`config.mk`:
```
export PLATFORM = sky130hd
export DESIGN_NAME = shl2
export DESIGN_NICKNAME = d
export VERILOG_FILES = /design/src/rtl/cpu_pkg.sv /design/src/rtl/shl2.sv
export SDC_FILE = /design/constraint.sdc
export NUM_CORES = 1
export LEC_CHECK = 0
export BUFFER_PORTS_ARGS = -buffer_cell sky130_fd_sc_hd__buf_2
export CAP_MARGIN = 20
export CORE_MARGIN = 2
export CORE_UTILIZATION = 40
export DETAILED_ROUTE_END_ITERATION = 10
export GPL_TIMING_DRIVEN = 0
export HOLD_SLACK_MARGIN = 0.03
export MAX_ROUTING_LAYER = met4
export PLACE_DENSITY_LB_ADDON = 0.05
export SLEW_MARGIN = 20
export SYNTH_ARGS = -nofsm -noshare
export SYNTH_HDL_FRONTEND = slang
export SYNTH_SLANG_ARGS = --single-unit
export TNS_END_PERCENT = 5
```
`constraint.sdc`:
```
create_clock -name clock -period 1.5 [get_ports clock]
set_input_delay 0.3 -clock clock [delete_from_list [all_inputs] [get_ports clock]]
set_output_delay 0.3 -clock clock [all_outputs]
set_load 0.05 [all_outputs]
```
`src/rtl/cpu_pkg.sv`:
```
// Shared CPU datapath constants: instruction-index width, word shift and PC width.
package cpu_pkg;

    localparam int CPU_SRC_W = 26;
    localparam int CPU_SH    = 2;
    localparam int CPU_PC_W  = 32;

    // Selects the PC bits above the jump field; they come from pc_plus4.
    function automatic logic [CPU_PC_W-1:0] upper_mask(input int field_w);
        logic [CPU_PC_W-1:0] m;
        m = '1;
        for (int i = 0; i < CPU_PC_W; i++)
            if (i < field_w) m[i] = 1'b0;
        return m;
    endfunction

endpackage

```
`src/rtl/shl2.sv`:
```
// Jump-target builder: word index shifted to a byte address (pure wiring), merged
// with the upper PC bits and registered with a stall-able valid.
module shl2
    import cpu_pkg::*;
#(
    parameter int SRC_W = CPU_SRC_W,
    parameter int SH    = CPU_SH,
    parameter int PC_W  = CPU_PC_W
) (
    input  logic                  clock,
    input  logic                  reset,
    input  logic [SRC_W-1:0]      src,
    output logic [SRC_W+SH-1:0]   dst,
    input  logic [PC_W-1:0]       pc_plus4,
    input  logic                  in_valid,
    input  logic                  stall,
    output logic [PC_W-1:0]       target,
    output logic                  target_valid
);

    localparam int DW = SRC_W + SH;

    // Mask form avoids a zero-width slice when PC_W == SRC_W + SH.
    localparam logic [PC_W-1:0] LOW_MASK = {PC_W{1'b1}} >> (PC_W - DW);

    logic [PC_W-1:0] next_target;

    assign dst         = {src, {SH{1'b0}}};
    assign next_target = (pc_plus4 & ~LOW_MASK) | PC_W'(dst);

    always_ff @(posedge clock or posedge reset) begin
        if (reset) begin
            target       <= '0;
            target_valid <= 1'b0;
        end else if (!stall) begin
            target       <= next_target;
            target_valid <= in_valid;
        end
    end

endmodule

```
# [After elaboration in Yosys (flattened, before gate mapping)]
# Index checks and enable logic that the tools add are counted.
[classes] n_bitwise=1
[op_table] cell="$or 32x28->32" n=1
[totals] inputBits=62 out_inout_bits=61 register_bits=33 wordCells=3

# [Logic depth before layout (Yosys ltp)]
[depth] depth_word=1 ltp_mapped=2

# [Worst setup path after synthesis]
# Ideal clock, no wire load.
[synth_timing] path_type="register to register" start="reg target[13] (netlist name)" end="reg target[13]" stages_incl_launch_ff=2 setup_time_ns=0.125 arrival_ns=0.866 period_less_slack_ns=0.990 path_slack_ns=0.510 path_cell_list="dfrtp_1 > mux2_2"
[synth_rtl] item="end signal, assigned" line="shl2.sv:36" text="target <= next_target;"
[synth_rtl] item="end, declared" line="shl2.sv:17" text="output logic [PC_W-1:0] target,"

# [Worst setup path in the final report]
[layout_timing] start="reg target[27]" end="out target[27]"
# No word-level cell between the ends.

==> flow_summary.json <==
{
  "status": "completed",
  "power.share.sequential_pct": 41.4,
  "report.final.setup_viol": 0,
  "synthDistinctLibCells": 6,
  "drt_wl_total_um": 2610,
  "syn2layout_area_growth_pct": 42.3,
  "critical-path-slowest-cell": "sky130_fd_sc_hd__dfrtp_1",
  "die_w_um": 63.0,
  "crit_chain": "buf_2",
  "post_synth_most_frequent_cells": "sky130_fd_sc_hd__dfrtp_1 (31), sky130_fd_sc_hd__mux2_2 (31), sky130_fd_sc_hd__buf_4 (30), sky130_fd_sc_hd__buf_6 (3)",
  "finalHoldViolations": 0,
  "final_min_period_over_clock_period_pct": 83.5,
  "total_switching_power_uw": 871,
  "cpLargestDelayFamily": "flip-flops",
  "global_route_wire_length_before_repair_um": 4550,
  "drt_drc_violations_left": 0,
  "final_cell_count_no_fill": 244,
  "dp_hpwl_um": 2070,
  "final.min_clock_period_ns": 1.25,
  "timing.fmax_mhz": 799,
  "post-place-cells": 236,
  "intPower_uw": 1430,
  "slew_viol_final": 0,
  "clk-insertion-delay-late_ns": 0.31,
  "vertical_extent_of_the_die_um": 63.0,
  "postSynth.topFlopCell": "sky130_fd_sc_hd__dfrtp_1",
  "cts.root.buffer_cell": "sky130_fd_sc_hd__clkbuf_4",
  "antenna_violations_before_repair": 0,
  "post_cts_buffers": 0,
  "worst_ep_arrival_time_ns": 0.95,
  "synthesis.instances": 97,
  "worst_hold_path_type": "in -> async",
  "endpoint_kind": "output port",
  "cts-root-to-sink-buffers": 2,
  "drt_first_iter_violations": 23,
  "final_layout_size_suffix_gt1_share_pct": 81.8,
  "cts.repair.resized": 0,
  "cts_htree_levels": 2,
  "place_congestion": 0.624,
  "vias": 1015,
  "insertedDiodeCount": 0,
  "synth-edff-count": 0,
  "first_global_vias": 1034,
  "synthArstFlopShare_pct": 100,
  "fill_cells": 314,
  "clk_pin_slew_ns": 0.09,
  "floorplan.core_area_um2": 3340,
  "synth_warnings": 0,
  "powerDensity_nw_per_um2": 1160,
  "rsz_0062_raised_after_global_routing": "false",
  "seq_total_area_yosys_pct": 55.8,
  "synth-seq-cells": 31,
  "path_buf_inv": 1,
  "synth.avg_cell_area_um2": 14.3,
  "clock_sink_count": 31,
  "route.detailed.vias_per_inst": 4.16,
  "cts_tree": "yes",
  "drt_pass1_iterations": 3,
  "cts_made_buffers": 5,
  "buffer_ports.inserted": 90,
  "grt_start_max_net_pins": 32,
  "share_clk_of_total_power_pct": 22.9,
  "synth.top_cell.area_share_pct": 55.8,
  "cp.required_ns": 1.20,
  "pwr-share-comb_pct": 35.7,
  "switching_share_pct": 37.8,
  "synthesis.area_um2": 1390,
  "postRouteAntennaNets": 0,
  "worst_slew_pin_slew_ns": 0.619,
  "fp.dieArea_um2": 3970,
  "core.rowCount": 21,
  "floorplan.initialDensity_pct": 41.7,
  "critical_path.max_fanout": 2,
  "track_usage_pct": 15.4,
  "setup-tns-final_ns": 0,
  "power.ir.vdd_worst_uv": 561,
  "crit_path_category": "reg -> out",
  "grt.overflow.total": 0,
  "cp_slowest_stage_delay_ns": 0.37,
  "floorplan.io_pins": 123,
  "start_kind": "flop",
  "relSlewSlack_pct": 58.7,
  "final_nets": 259,
  "post_drt_wl_per_cell_um": 10.7,
  "fin_clk_skew_ns": 0,
  "synth_top_area_cell": "sky130_fd_sc_hd__dfrtp_1",
  "synth.area.top_cells": "sky130_fd_sc_hd__dfrtp_1 (56%), sky130_fd_sc_hd__mux2_2 (25%), sky130_fd_sc_hd__buf_4 (16%)",
  "postCtsHoldBufs": 0,
  "cap_violations": 0,
  "static-leakage-power_uw": 0.00106
}
==> cell families (layout without fill, tap and decap cells) <==
kind of cell,count (synthesis),count (layout),synth area share (%)
muxes,31,31,25.1
DFF,31,31,55.8
other,1,4,0.270
buffers and inverters,34,132,18.9
==> metal layers <==
metal	up-vias	part of all wire (%)	track usage, %	wire, um
met5	-	0	-	0
met4	0	1.5	7.50	38
met2	55	52	26.2	1350
met3	5	11	5.05	274
met1	466	36	15.8	948
li1	489	-	-	-
==> final timing paths <==
kind | from | end | slack, ns | depth (start not counted)
min in group clock | pc_plus4[28] | target[28] | 0.21 | 2
setup / recovery | target[27] | target[27] | 0.25 | 1
setup reg to reg | target[27] | target[27] | 0.72 | 1
max in group asynchronous | reset | target[14] | 1.04 | 2
hold reg to reg | target[4] | target[4] | 0.51 | 1
hold / removal | reset | target[6] | 0.05 | 2
==> power by group through the flow <==
stage / registers [uW] / logic (uW) / clock network (uW)
after floorplan: 1270 / 334 / 0
after global placement: 968 / 821 / 0
after detailed placement: 972 / 830 / 0
after CTS: 956 / 831 / 559
after global routing: 968 / 861 / 602
final: 955 / 822 / 529
==> state kept, by name (all words and copies together), names as in the netlist <==
| signal | flops |
|---|---|
| target_valid | 1 |
| target | 30 |
==> final cells by class <==
class                      count  area [um^2]  area share [%]
clock buffer                   8         68.8            3.48
multi-input combinational     35          364            18.4
inverter                       1         3.75           0.190
buffer                        33          259            13.1
tap                           46         57.6            2.91
sequential                    31          776            39.2
timing repair buffer          90          450            22.8
==> layout by cell type, fill, tap and decap left out <==
master	n
sky130_fd_sc_hd__buf_2	90
sky130_fd_sc_hd__mux2_2	31
sky130_fd_sc_hd__dfrtp_1	31
sky130_fd_sc_hd__buf_4	30
sky130_fd_sc_hd__clkbuf_4	5
sky130_fd_sc_hd__conb_1	4
sky130_fd_sc_hd__buf_6	3
sky130_fd_sc_hd__clkbuf_8	2
sky130_fd_sc_hd__inv_2	1
sky130_fd_sc_hd__clkbuf_1	1
==> metrics by stage <==
stage | cell area, um^2 | utilization [%] | hold slack [ns] | setup WS (ns) | power (uW)
after floorplan | 1400 | - | 0.404 | 0.510 | 1610
after global placement | 1910 | 57.3 | 0.481 | 0.116 | 1790
after detailed placement | 1910 | 57.3 | 0.426 | 0.398 | 1800
after CTS | 1980 | 59.3 | 0.0683 | 0.229 | 2350
after global routing | 1980 | 59.3 | 0.109 | 0.186 | 2430
final | 1980 | 59.3 | 0.0525 | 0.248 | 2310
No activity file was read; power rests on OpenSTA's default activity.
